==> config.mk <==
export PLATFORM = sky130hd
export DESIGN_NAME = multicycle_alu
export DESIGN_NICKNAME = d
export VERILOG_FILES = /design/src/rtl/alu_pkg.sv /design/src/rtl/alu_decoder.sv /design/src/rtl/multicycle_alu.sv
export SDC_FILE = /design/constraint.sdc
export NUM_CORES = 1
export LEC_CHECK = 0
export BUFFER_PORTS_ARGS = -buffer_cell sky130_fd_sc_hd__buf_2
export CAP_MARGIN = 20
export CORE_ASPECT_RATIO = 0.7
export CORE_MARGIN = 2
export CORE_UTILIZATION = 55
export DETAILED_ROUTE_END_ITERATION = 7
export PLACE_DENSITY_LB_ADDON = 0.25
export SYNTH_ARGS = -nofsm -noshare
export SYNTH_HDL_FRONTEND = slang
export SYNTH_SLANG_ARGS = --single-unit
==> constraint.sdc <==
create_clock -name clk -period 7.02 [get_ports clk]
set_input_delay 2.106 -clock clk [delete_from_list [all_inputs] [get_ports clk]]
set_output_delay 2.106 -clock clk [all_outputs]
set_load 0.05 [all_outputs]
==> src/rtl/alu_pkg.sv <==
// Shared ALU definitions: op-class codes, ALU control encodings and FSM states.
package alu_pkg;

    localparam logic [1:0] ALUOP_ADD = 2'b00;
    localparam logic [1:0] ALUOP_SUB = 2'b01;
    localparam logic [1:0] ALUOP_R   = 2'b10;
    localparam logic [1:0] ALUOP_I   = 2'b11;

    localparam logic [6:0] F7_BASE = 7'b0000000;
    localparam logic [6:0] F7_ALT  = 7'b0100000;
    localparam logic [6:0] F7_MUL  = 7'b0000001;

    typedef enum logic [3:0] {
        ALU_ADD  = 4'b0000,
        ALU_SUB  = 4'b0001,
        ALU_AND  = 4'b0010,
        ALU_OR   = 4'b0011,
        ALU_XOR  = 4'b0100,
        ALU_SLT  = 4'b0101,
        ALU_SLTU = 4'b0110,
        ALU_SLL  = 4'b0111,
        ALU_SRL  = 4'b1000,
        ALU_SRA  = 4'b1001,
        ALU_MUL  = 4'b1010
    } alu_ctrl_e;

    typedef enum logic [1:0] {
        S_IDLE  = 2'b00,
        S_SHIFT = 2'b01,
        S_MUL   = 2'b10,
        S_DONE  = 2'b11
    } alu_state_e;

endpackage

==> src/rtl/alu_decoder.sv <==
// Combinational decode of ALUOp/funct3/funct7 into an ALU control code.
module alu_decoder
    import alu_pkg::*;
#(
    parameter bit MUL_EN = 1'b1
) (
    input  logic [1:0] alu_op,
    input  logic [2:0] func3,
    input  logic [6:0] func7,
    output alu_ctrl_e  alu_ctrl_c,
    output logic       illegal_c
);

    always_comb begin
        alu_ctrl_c = ALU_ADD;
        illegal_c  = 1'b0;
        case (alu_op)
            ALUOP_ADD: alu_ctrl_c = ALU_ADD;
            ALUOP_SUB: alu_ctrl_c = ALU_SUB;
            ALUOP_R: begin
                if (func7 == F7_BASE) begin
                    case (func3)
                        3'b000:  alu_ctrl_c = ALU_ADD;
                        3'b001:  alu_ctrl_c = ALU_SLL;
                        3'b010:  alu_ctrl_c = ALU_SLT;
                        3'b011:  alu_ctrl_c = ALU_SLTU;
                        3'b100:  alu_ctrl_c = ALU_XOR;
                        3'b101:  alu_ctrl_c = ALU_SRL;
                        3'b110:  alu_ctrl_c = ALU_OR;
                        default: alu_ctrl_c = ALU_AND;
                    endcase
                end else if (func7 == F7_ALT && func3 == 3'b000) begin
                    alu_ctrl_c = ALU_SUB;
                end else if (func7 == F7_ALT && func3 == 3'b101) begin
                    alu_ctrl_c = ALU_SRA;
                end else if (MUL_EN && func7 == F7_MUL && func3 == 3'b000) begin
                    alu_ctrl_c = ALU_MUL;
                end else begin
                    illegal_c = 1'b1;
                end
            end
            default: begin
                case (func3)
                    3'b000: alu_ctrl_c = ALU_ADD;
                    3'b010: alu_ctrl_c = ALU_SLT;
                    3'b011: alu_ctrl_c = ALU_SLTU;
                    3'b100: alu_ctrl_c = ALU_XOR;
                    3'b110: alu_ctrl_c = ALU_OR;
                    3'b111: alu_ctrl_c = ALU_AND;
                    3'b001: begin
                        if (func7 == F7_BASE) alu_ctrl_c = ALU_SLL;
                        else                  illegal_c  = 1'b1;
                    end
                    default: begin
                        if      (func7 == F7_BASE) alu_ctrl_c = ALU_SRL;
                        else if (func7 == F7_ALT)  alu_ctrl_c = ALU_SRA;
                        else                       illegal_c  = 1'b1;
                    end
                endcase
            end
        endcase
    end

endmodule

==> src/rtl/multicycle_alu.sv <==
// Multicycle ALU: single-cycle logic ops, bit-serial shifts and shift-add multiply
// behind a valid/ready request and result handshake.
module multicycle_alu
    import alu_pkg::*;
#(
    parameter int unsigned XLEN   = 32,
    parameter bit          MUL_EN = 1'b1
) (
    input  logic            clk,
    input  logic            rst,
    input  logic            in_valid,
    output logic            in_ready,
    input  logic [1:0]      ALUOp,
    input  logic [2:0]      func3,
    input  logic [6:0]      func7,
    input  logic [XLEN-1:0] a,
    input  logic [XLEN-1:0] b,
    output logic            out_valid,
    input  logic            out_ready,
    output logic [XLEN-1:0] result,
    output logic            zero,
    output logic            illegal
);

    localparam int unsigned SW = $clog2(XLEN);

    alu_state_e      state, state_next;
    alu_ctrl_e       dec_op, op_q;
    logic            dec_illegal;
    logic [XLEN-1:0] a_q, b_q, acc_q;
    logic [SW-1:0]   cnt_q;
    logic [SW-1:0]   shamt;
    logic [XLEN-1:0] basic_c, shift_c, mul_c, res_c;

    alu_decoder #(.MUL_EN(MUL_EN)) u_dec (
        .alu_op     (ALUOp),
        .func3      (func3),
        .func7      (func7),
        .alu_ctrl_c (dec_op),
        .illegal_c  (dec_illegal)
    );

    assign shamt    = b[SW-1:0];
    assign in_ready = (state == S_IDLE) && !rst;

    // Single-cycle operations evaluated straight from the request operands.
    always_comb begin
        basic_c = '0;
        case (dec_op)
            ALU_ADD:  basic_c = a + b;
            ALU_SUB:  basic_c = a - b;
            ALU_AND:  basic_c = a & b;
            ALU_OR:   basic_c = a | b;
            ALU_XOR:  basic_c = a ^ b;
            ALU_SLT:  basic_c = XLEN'($signed(a) < $signed(b));
            ALU_SLTU: basic_c = XLEN'(a < b);
            default:  basic_c = '0;
        endcase
    end

    // One step of the serial shifter and of the shift-add multiplier.
    always_comb begin
        shift_c = a_q;
        case (op_q)
            ALU_SLL: shift_c = a_q << 1;
            ALU_SRL: shift_c = a_q >> 1;
            ALU_SRA: shift_c = {a_q[XLEN-1], a_q[XLEN-1:1]};
            default: shift_c = a_q;
        endcase
    end

    assign mul_c = acc_q + (b_q[0] ? a_q : '0);

    // Next state and the value captured into result on entry to DONE.
    always_comb begin
        state_next = state;
        res_c      = '0;
        case (state)
            S_IDLE: begin
                if (in_valid) begin
                    if (dec_illegal) begin
                        state_next = S_DONE;
                    end else if (dec_op == ALU_SLL || dec_op == ALU_SRL || dec_op == ALU_SRA) begin
                        res_c      = a;
                        state_next = (shamt == '0) ? S_DONE : S_SHIFT;
                    end else if (dec_op == ALU_MUL) begin
                        state_next = S_MUL;
                    end else begin
                        res_c      = basic_c;
                        state_next = S_DONE;
                    end
                end
            end
            S_SHIFT: begin
                res_c = shift_c;
                if (cnt_q == '0) state_next = S_DONE;
            end
            S_MUL: begin
                res_c = mul_c;
                if (cnt_q == '0) state_next = S_DONE;
            end
            default: begin
                if (out_ready) state_next = S_IDLE;
            end
        endcase
    end

    always_ff @(posedge clk) begin
        if (rst) begin
            state     <= S_IDLE;
            op_q      <= ALU_ADD;
            a_q       <= '0;
            b_q       <= '0;
            acc_q     <= '0;
            cnt_q     <= '0;
            out_valid <= 1'b0;
            result    <= '0;
            zero      <= 1'b0;
            illegal   <= 1'b0;
        end else begin
            state     <= state_next;
            out_valid <= (state_next == S_DONE);
            case (state)
                S_IDLE: begin
                    if (in_valid) begin
                        op_q  <= dec_op;
                        a_q   <= a;
                        b_q   <= b;
                        acc_q <= '0;
                        cnt_q <= (dec_op == ALU_MUL) ? SW'(XLEN - 1) : shamt - SW'(1);
                    end
                end
                S_SHIFT: begin
                    a_q   <= shift_c;
                    cnt_q <= cnt_q - SW'(1);
                end
                S_MUL: begin
                    acc_q <= mul_c;
                    a_q   <= a_q << 1;
                    b_q   <= b_q >> 1;
                    cnt_q <= cnt_q - SW'(1);
                end
                default: ;
            endcase
            if (state != S_DONE && state_next == S_DONE) begin
                result  <= res_c;
                zero    <= (res_c == '0);
                illegal <= (state == S_IDLE) && dec_illegal;
            end
        end
    end

endmodule
Word level (Yosys, flattened, before mapping)
Cells that the tools add are included.
W data, S select, Z words.
{ "word_totals": {"reg_bits": 142} }
{ "op_classes": {"add_sub_neg": 5, "magnitude_cmp": 2, "eq_ne": 29, "mux": 44, "bitwise_logic": 3, "n_reduce_logical": 27} }
{ "op_table": {"columns": ["cell", "count"], "rows": [
  ["$pmux W32 S3", 3],
  ["$mux W32", 8],
  ["$pmux W32 S7", 1],
  ["$pmux W32 S2", 2],
  ["$add A32 B32 Y32", 2],
  ["$lt A32 B32 Y1", 2],
  ["$pmux W4 S7", 2],
  ["$and A32 B32 Y32", 1],
  ["$logic_not A32 Y1", 1],
  ["$or A32 B32 Y32", 1],
  ["$sub A32 B32 Y32", 1],
  ["$xor A32 B32 Y32", 1],
  ["$mux W4", 6],
  ["$eq A4 B3 Y1 const B", 5],
  ["$eq A4 B4 Y1 const B", 5],
  ["$eq A3 B3 Y1 const B", 4],
  ["$mux W2", 6],
  ["$pmux W4 S3", 1],
  ["$logic_not A5 Y1", 2],
  ["$mux W5", 2],
  ["$pmux W5 S2", 1],
  ["$sub A5 B1 Y5 const B", 2],
  ["$eq A4 B2 Y1 const B", 2],
  ["$mux W1", 8],
  ["other kinds (23)", 41]
]} }

Depth between registers and ports, before layout
{ "logic_depth": {"depth_word": 16, "mapped_depth": 17, "depth_no_buf": 16} }

By module
From an unflattened synthesis, not the netlist that was laid out.
{ "hier_totals": {"hier_cells": 2082, "hier_area_um2": 14930.6} }
{ "modules_own_cells": {"columns": ["mod", "instances", "cells_each", "area_per_inst_um2", "seq_area_each_um2"], "rows": [
  ["multicycle_alu", 1, 2032, 14591.5, 2842.7],
  ["alu_decoder", 1, 50, 339.1, 0.0]
]} }

Least setup slack after synthesis
No wires, ideal clock.
{ "synth_path": {"kind": "input -> register", "startpoint": "input port b[4]", "endpoint": "register zero", "setup_time_ps": 96, "arrival_ps": 5259, "required_ps": 6924, "slack_ps": 1666, "stages": 16, "path_buffers": 1, "path_cell_list": "inv_1 > ha_1 > buf_6 > inv_4 > a221oi_4 > nand2_2 > a31o_1 > a311o_1 > a221o_1 > a21o_1 > a211oi_2 > o22ai_1 > nor4_2 > nand4_1 > nand4b_1 > o41ai_2"} }
{ "synth_between": {"elab_chain_cells": 8, "elab_cells_between_ends": 22, "classes_between": "add/sub (2); order compare (2); eq/ne (1); mux (11); bitwise (3); reduce/logical (3)"} }
{ "synth_lines": {"columns": ["element", "line_no", "text"], "rows": [
  ["start: declaration", "multicycle_alu.sv:17", "input logic [XLEN-1:0] b,"],
  ["$sub A32 B32 Y32, or another cell as far along", "multicycle_alu.sv:51", "ALU_SUB: basic_c = a - b;"],
  ["$pmux W32 S7 or $mux W2 (tied branches)", "multicycle_alu.sv:49, multicycle_alu.sv:85", null],
  ["$mux W32 or $mux W2 (tied branches)", "multicycle_alu.sv:86, multicycle_alu.sv:83", null],
  ["$mux W32 or $mux W2 (tied branches)", "multicycle_alu.sv:83, multicycle_alu.sv:81", null],
  ["$mux W32 or $mux W2 (tied branches)", "multicycle_alu.sv:81, multicycle_alu.sv:80", null],
  ["$mux W32 or $pmux W2 S2 (tied branches)", "multicycle_alu.sv:80, multicycle_alu.sv:78", null],
  ["$pmux W32 S3 or $eq A2 B2 Y1 (tied branches)", "multicycle_alu.sv:78, multicycle_alu.sv:145", null],
  ["$logic_not A32 Y1 or $logic_and A1 B1 Y1 (tied branches)", "multicycle_alu.sv:147, multicycle_alu.sv:145", null],
  ["end signal: assignment", "multicycle_alu.sv:147", "zero <= (res_c == '0);"],
  ["end: declaration", "multicycle_alu.sv:21", "output logic zero,"]
]} }
Parallel ways exist; a longest one is shown, timed or not.
A chain may end at the register's enable or synchronous reset.

Worst setup path after layout
{ "layout_path": {"startpoint": "input port a[9]", "endpoint": "register zero"} }
{ "layout_between": {"elab_chain_cells": 8, "elab_cells_between_ends": 14, "classes_between": "add/sub (2); order compare (2); mux (6); bitwise (3); reduce/logical (1)"} }
{ "layout_lines": {"columns": ["element", "line_no", "text"], "rows": [
  ["start: declaration", "multicycle_alu.sv:16", "input logic [XLEN-1:0] a,"],
  ["$sub A32 B32 Y32, or another cell as far along", "multicycle_alu.sv:51", null],
  ["$pmux W32 S7", "multicycle_alu.sv:49", "case (dec_op)"],
  ["$mux W32", "multicycle_alu.sv:86", "end else if (dec_op == ALU_MUL) begin"],
  ["$mux W32 (*)", "multicycle_alu.sv:83", "end else if (dec_op == ALU_SLL || dec_op == ALU_SRL || dec_op == ALU_SRA) begin"],
  ["$mux W32 (*)", "multicycle_alu.sv:81", "if (dec_illegal) begin"],
  ["$mux W32 (*)", "multicycle_alu.sv:80", "if (in_valid) begin"],
  ["$pmux W32 S3 (*)", "multicycle_alu.sv:78", "case (state)"],
  ["$logic_not A32 Y1 (*)", "multicycle_alu.sv:147", null]
]} }
Mark *: on every way between the ends. The rest lies on a longest branch, timed or not.

==> metrics.md <==
| Metric | Value |
|---|---|
| Post-synthesis cell type count | `101` |
| Register bit total from synthesis | `142` |
| Cell-internal power | `2.47 mW` |
| Startpoint types | `input port` |
| Relative slew slack | `0.268` |
| Critical Path RT | `7.36 ns` |
| RSZ-0062 raised after global routing | `false` |
| Fillers | `2547` |
| WHS | `0.457 ns` |
| Ys flop type | `dfxtp_1` |
| Total power | `5.01 mW` |
| Resized Gates After CTS | `0` |
| H-Tree Depth | `4` |
| Cell area after layout | `16400 µm²` |
| Sw Ratio | `0.507` |
| Gate power share | `0.541` |
| Net Count, Synth | `2327` |
| Hold Buf Count CTS | `0` |
| Status | `finished clean` |
| Via count | `16700` |
| Hold depth | `2` |
| R2R depth | `15` |
| Global-route wire length before repair | `90300 µm` |
| I/O pins | `116` |
| Avg Synthesized Cell Area | `7.22 µm²` |
| NetSw | `2.54 mW` |
| Slew Limit Fails | `0` |
| Starting DRT DRC Count | `2102` |
| Synth async-reset ratio | `0` |
| First drt pass iteration count | `6` |
| Gate Count Post-Synth | `2095` |
| Initial core utilization | `0.562` |
| # port buffers | `115` |
| Post-DP Area | `15800 µm²` |
| Largest net degree at the start of global routing | `66` |
| Worst Path Arrival | `7.35 ns` |
| Drt wl/cell | `23.6 µm` |
| Setup TNS | `0 ns` |
| Initial antenna violation count | `0` |
| Ant diodes | `0` |
| Leakage | `6.85 nW` |
| Full die area | `28800 µm²` |
| Register-to-Register Setup Slack | `1.67 ns` |
| Pwr Density | `305 nW/µm²` |
| RR Endpoint | `zero` |
| Final setup vio count | `0` |
| Number of CTS-inserted buffers | `17` |
| Layout cells sized above 1 | `0.109` |
| Clock Sinks | `142` |
| FMAX | `143 MHz` |
| Min-delay worst type | `flip-flop to flip-flop` |
| Remaining DRCs | `0` |
| Post-route minimum period | `7.01 ns` |
| Min-Delay Endpoint | `result[15]` |
| Max Root-Sink Buffers | `2` |
| Final Hold Violating Endpoints | `0` |
| GP Congestion | `1.03` |
| Vias in the first global route | `15400` |
| CTS tree | `yes` |
| Hold Startpoint | `result[15]` |
| Max Cap Violations | `0` |
| Total track usage | `0.403` |
| Routed Antenna Nets | `0` |
| Area of the core | `26900 µm²` |
| Worst Tran Pin Value | `1.09 ns` |
| Post-synth EDFFs | `0` |
| Max rail drop VDD | `294 µV` |
| Routed wire length | `58900 µm` |
| Clk slew on worst S/H paths | `0.07 ns` |
| Layout area overhead | `8.46%` |
| CP Class | `input port to flip-flop` |
| Root Buffer | `clkbuf_16` |
| Synth Cell Area | `15100 µm²` |
| Setup crit end kind | `flip-flop` |
| Gr ovfl total | `0` |
| Register area | `2840 µm²` |
| Die Height | `143 µm` |
| CP max FO | `10` |
| Fin crit share | `0.999` |
| Worst R2R Start | `b_q[0]` |
| Later-pin clock latency in the skew report | `0.46 ns` |
| Vias per std cell | `6.71` |
| Clock skew | `0.0167 ns` |
| Die Width | `202 µm` |
| Multi-input logic area | `11200 µm²` |
| Nets | `2349` |
| Dpl hpwl | `43900 µm` |
| Setup Fix Bufs, Post-CTS | `0` |
| Register area share after synthesis | `0.188` |
| Site row count | `50` |
| Share of power burned in registers | `0.258` |
| Clock power frac | `0.201` |
| YS warnings | `0` |
## per-layer routing
| layer | vias to the layer above | global-route usage | wire length (µm) |
|---|---|---|---|
| met5 | - | 0 | 0 |
| met4 | 0 | 0.164 | 2340 |
| met3 | 145 | 0.0812 | 6470 |
| met2 | 1015 | 0.600 | 24600 |
| met1 | 7865 | 0.568 | 25400 |
| li1 | 7700 | - | - |
## synthesized netlist by cell type (6+ instances only)
library cell / n / area [µm²]
a2111oi_0: 12 / 105
a211oi_1: 90 / 676
a21boi_0: 28 / 210
a21o_1: 30 / 225
a21oi_1: 227 / 1140
a221o_1: 6 / 60.1
a221oi_1: 14 / 123
a22o_1: 18 / 158
a22oi_1: 50 / 375
a311oi_1: 13 / 114
a31oi_1: 19 / 119
a41oi_1: 9 / 78.8
and2_1: 35 / 219
and3_1: 10 / 62.6
buf_1: 6 / 22.5
buf_2: 23 / 115
buf_4: 17 / 128
buf_6: 11 / 124
clkbuf_1: 90 / 338
dfxtp_1: 142 / 2840
ha_1: 149 / 1860
inv_1: 109 / 409
mux2i_1: 40 / 400
nand2_1: 187 / 702
nand2b_1: 22 / 138
nand3_1: 45 / 225
nand4_1: 19 / 119
nor2_1: 256 / 961
nor2b_1: 20 / 125
nor3_1: 43 / 215
nor4_1: 24 / 150
o2111ai_1: 6 / 52.6
o211ai_1: 18 / 135
o21a_1: 10 / 75.1
o21ai_0: 86 / 430
o21ai_1: 7 / 35.0
o21bai_1: 19 / 143
o22ai_1: 10 / 62.6
o31ai_1: 18 / 135
xnor2_1: 31 / 272
xor2_1: 13 / 114
## power by group through the flow
stage	combinational, mW	sequential [mW]	clock, mW
after floorplan	1.80	1.31	0
after global placement	2.57	1.29	0
after detailed placement	2.60	1.30	0
after CTS	2.62	1.28	1.01
after global routing	2.91	1.32	1.04
final	2.71	1.29	1.01
## cells in the final DEF (no fill, tap or decap), drive strengths merged, types with 6 or more instances in the layout
master and n:
a22oi 50, a211oi 93, or3 6, nor4 25, a22o 19, nor3 43, a41oi 9, buf 151
xor2 13, nand3 47, nand4 19, ha 149, dfxtp 142, a21oi 227, and3 10, o211ai 19
nand2 191, a21boi 30, o21ai 93, a221oi 16, xnor2 31, a2111oi 14, a221o 6, a311oi 14
o31ai 18, nor2b 20, nand2b 22, o2111ai 7, o21bai 20, o21a 10, a21o 31, inv 117
nor2 256, mux2i 40, a31oi 19, clkbuf 20, and2 35, o22ai 10
## per-stage QoR
step / utilization / instances / setup WS (ns)
6_report: 0.609 / 2494 / 0.00587
3_5_place_dp: 0.586 / 2460 / -0.211
3_3_place_gp: 0.586 / 2460 / -0.314
5_1_grt: 0.609 / 2494 / 0.0377
4_1_cts: 0.609 / 2492 / 0.225
2_1_floorplan: - / 2095 / 1.67
## worst max-delay path, cell delays in order
cell       delay (ns)
buf_2            0.19
inv_1            0.07
ha_1             0.49
inv_1            0.07
a21oi_1          0.45
nand2_1          0.25
a2111oi_1        0.76
nand2_1          0.14
a2111oi_0        0.91
nor4_1           0.21
or4_1            0.51
a221oi_1         0.77
nor4_2           0.09
nand4_1          0.12
nand4b_1         0.12
o41ai_2          0.08
## state kept, by name (all words and copies together) (netlist names)
register	flops
state	2
b_q	32
result	32
acc_q	32
illegal	1
zero	1
out_valid	1
a_q	32
cnt_q	5
op_q	4
## kinds of logic (layout without fill, tap and decap cells)
kind of cell,after synthesis,count (layout),share of synthesized area
muxes,40,40,0.0265
DFF,142,142,0.188
AOI/OAI and AO/OA,753,753,0.339
xor gates and xnor gates,44,44,0.0255
adders and majority gates,152,152,0.127
buffers and inverters,261,296,0.0767
and+or+nand+nor,703,703,0.217
## area by class of cell
type                       count  area share
multi-input combinational   1692       0.682
tap                          364      0.0278
inverter                     112      0.0258
timing repair buffer         152      0.0536
sequential                   142       0.173
clock buffer                  19      0.0264
clock inverter                13      0.0109
## worst max path at each step
stage               startpoint  cells after the start  slack, ns   end
global route              a[9]                     16       0.04  zero
detailed placement        a[9]                     16      -0.21  zero
floorplan                 b[4]                     16       1.67  zero
CTS                       a[9]                     16       0.23  zero
global placement          a[9]                     16      -0.31  zero
finish                    a[9]                     16      0.006  zero
No activity file was read; power rests on OpenSTA's default activity.
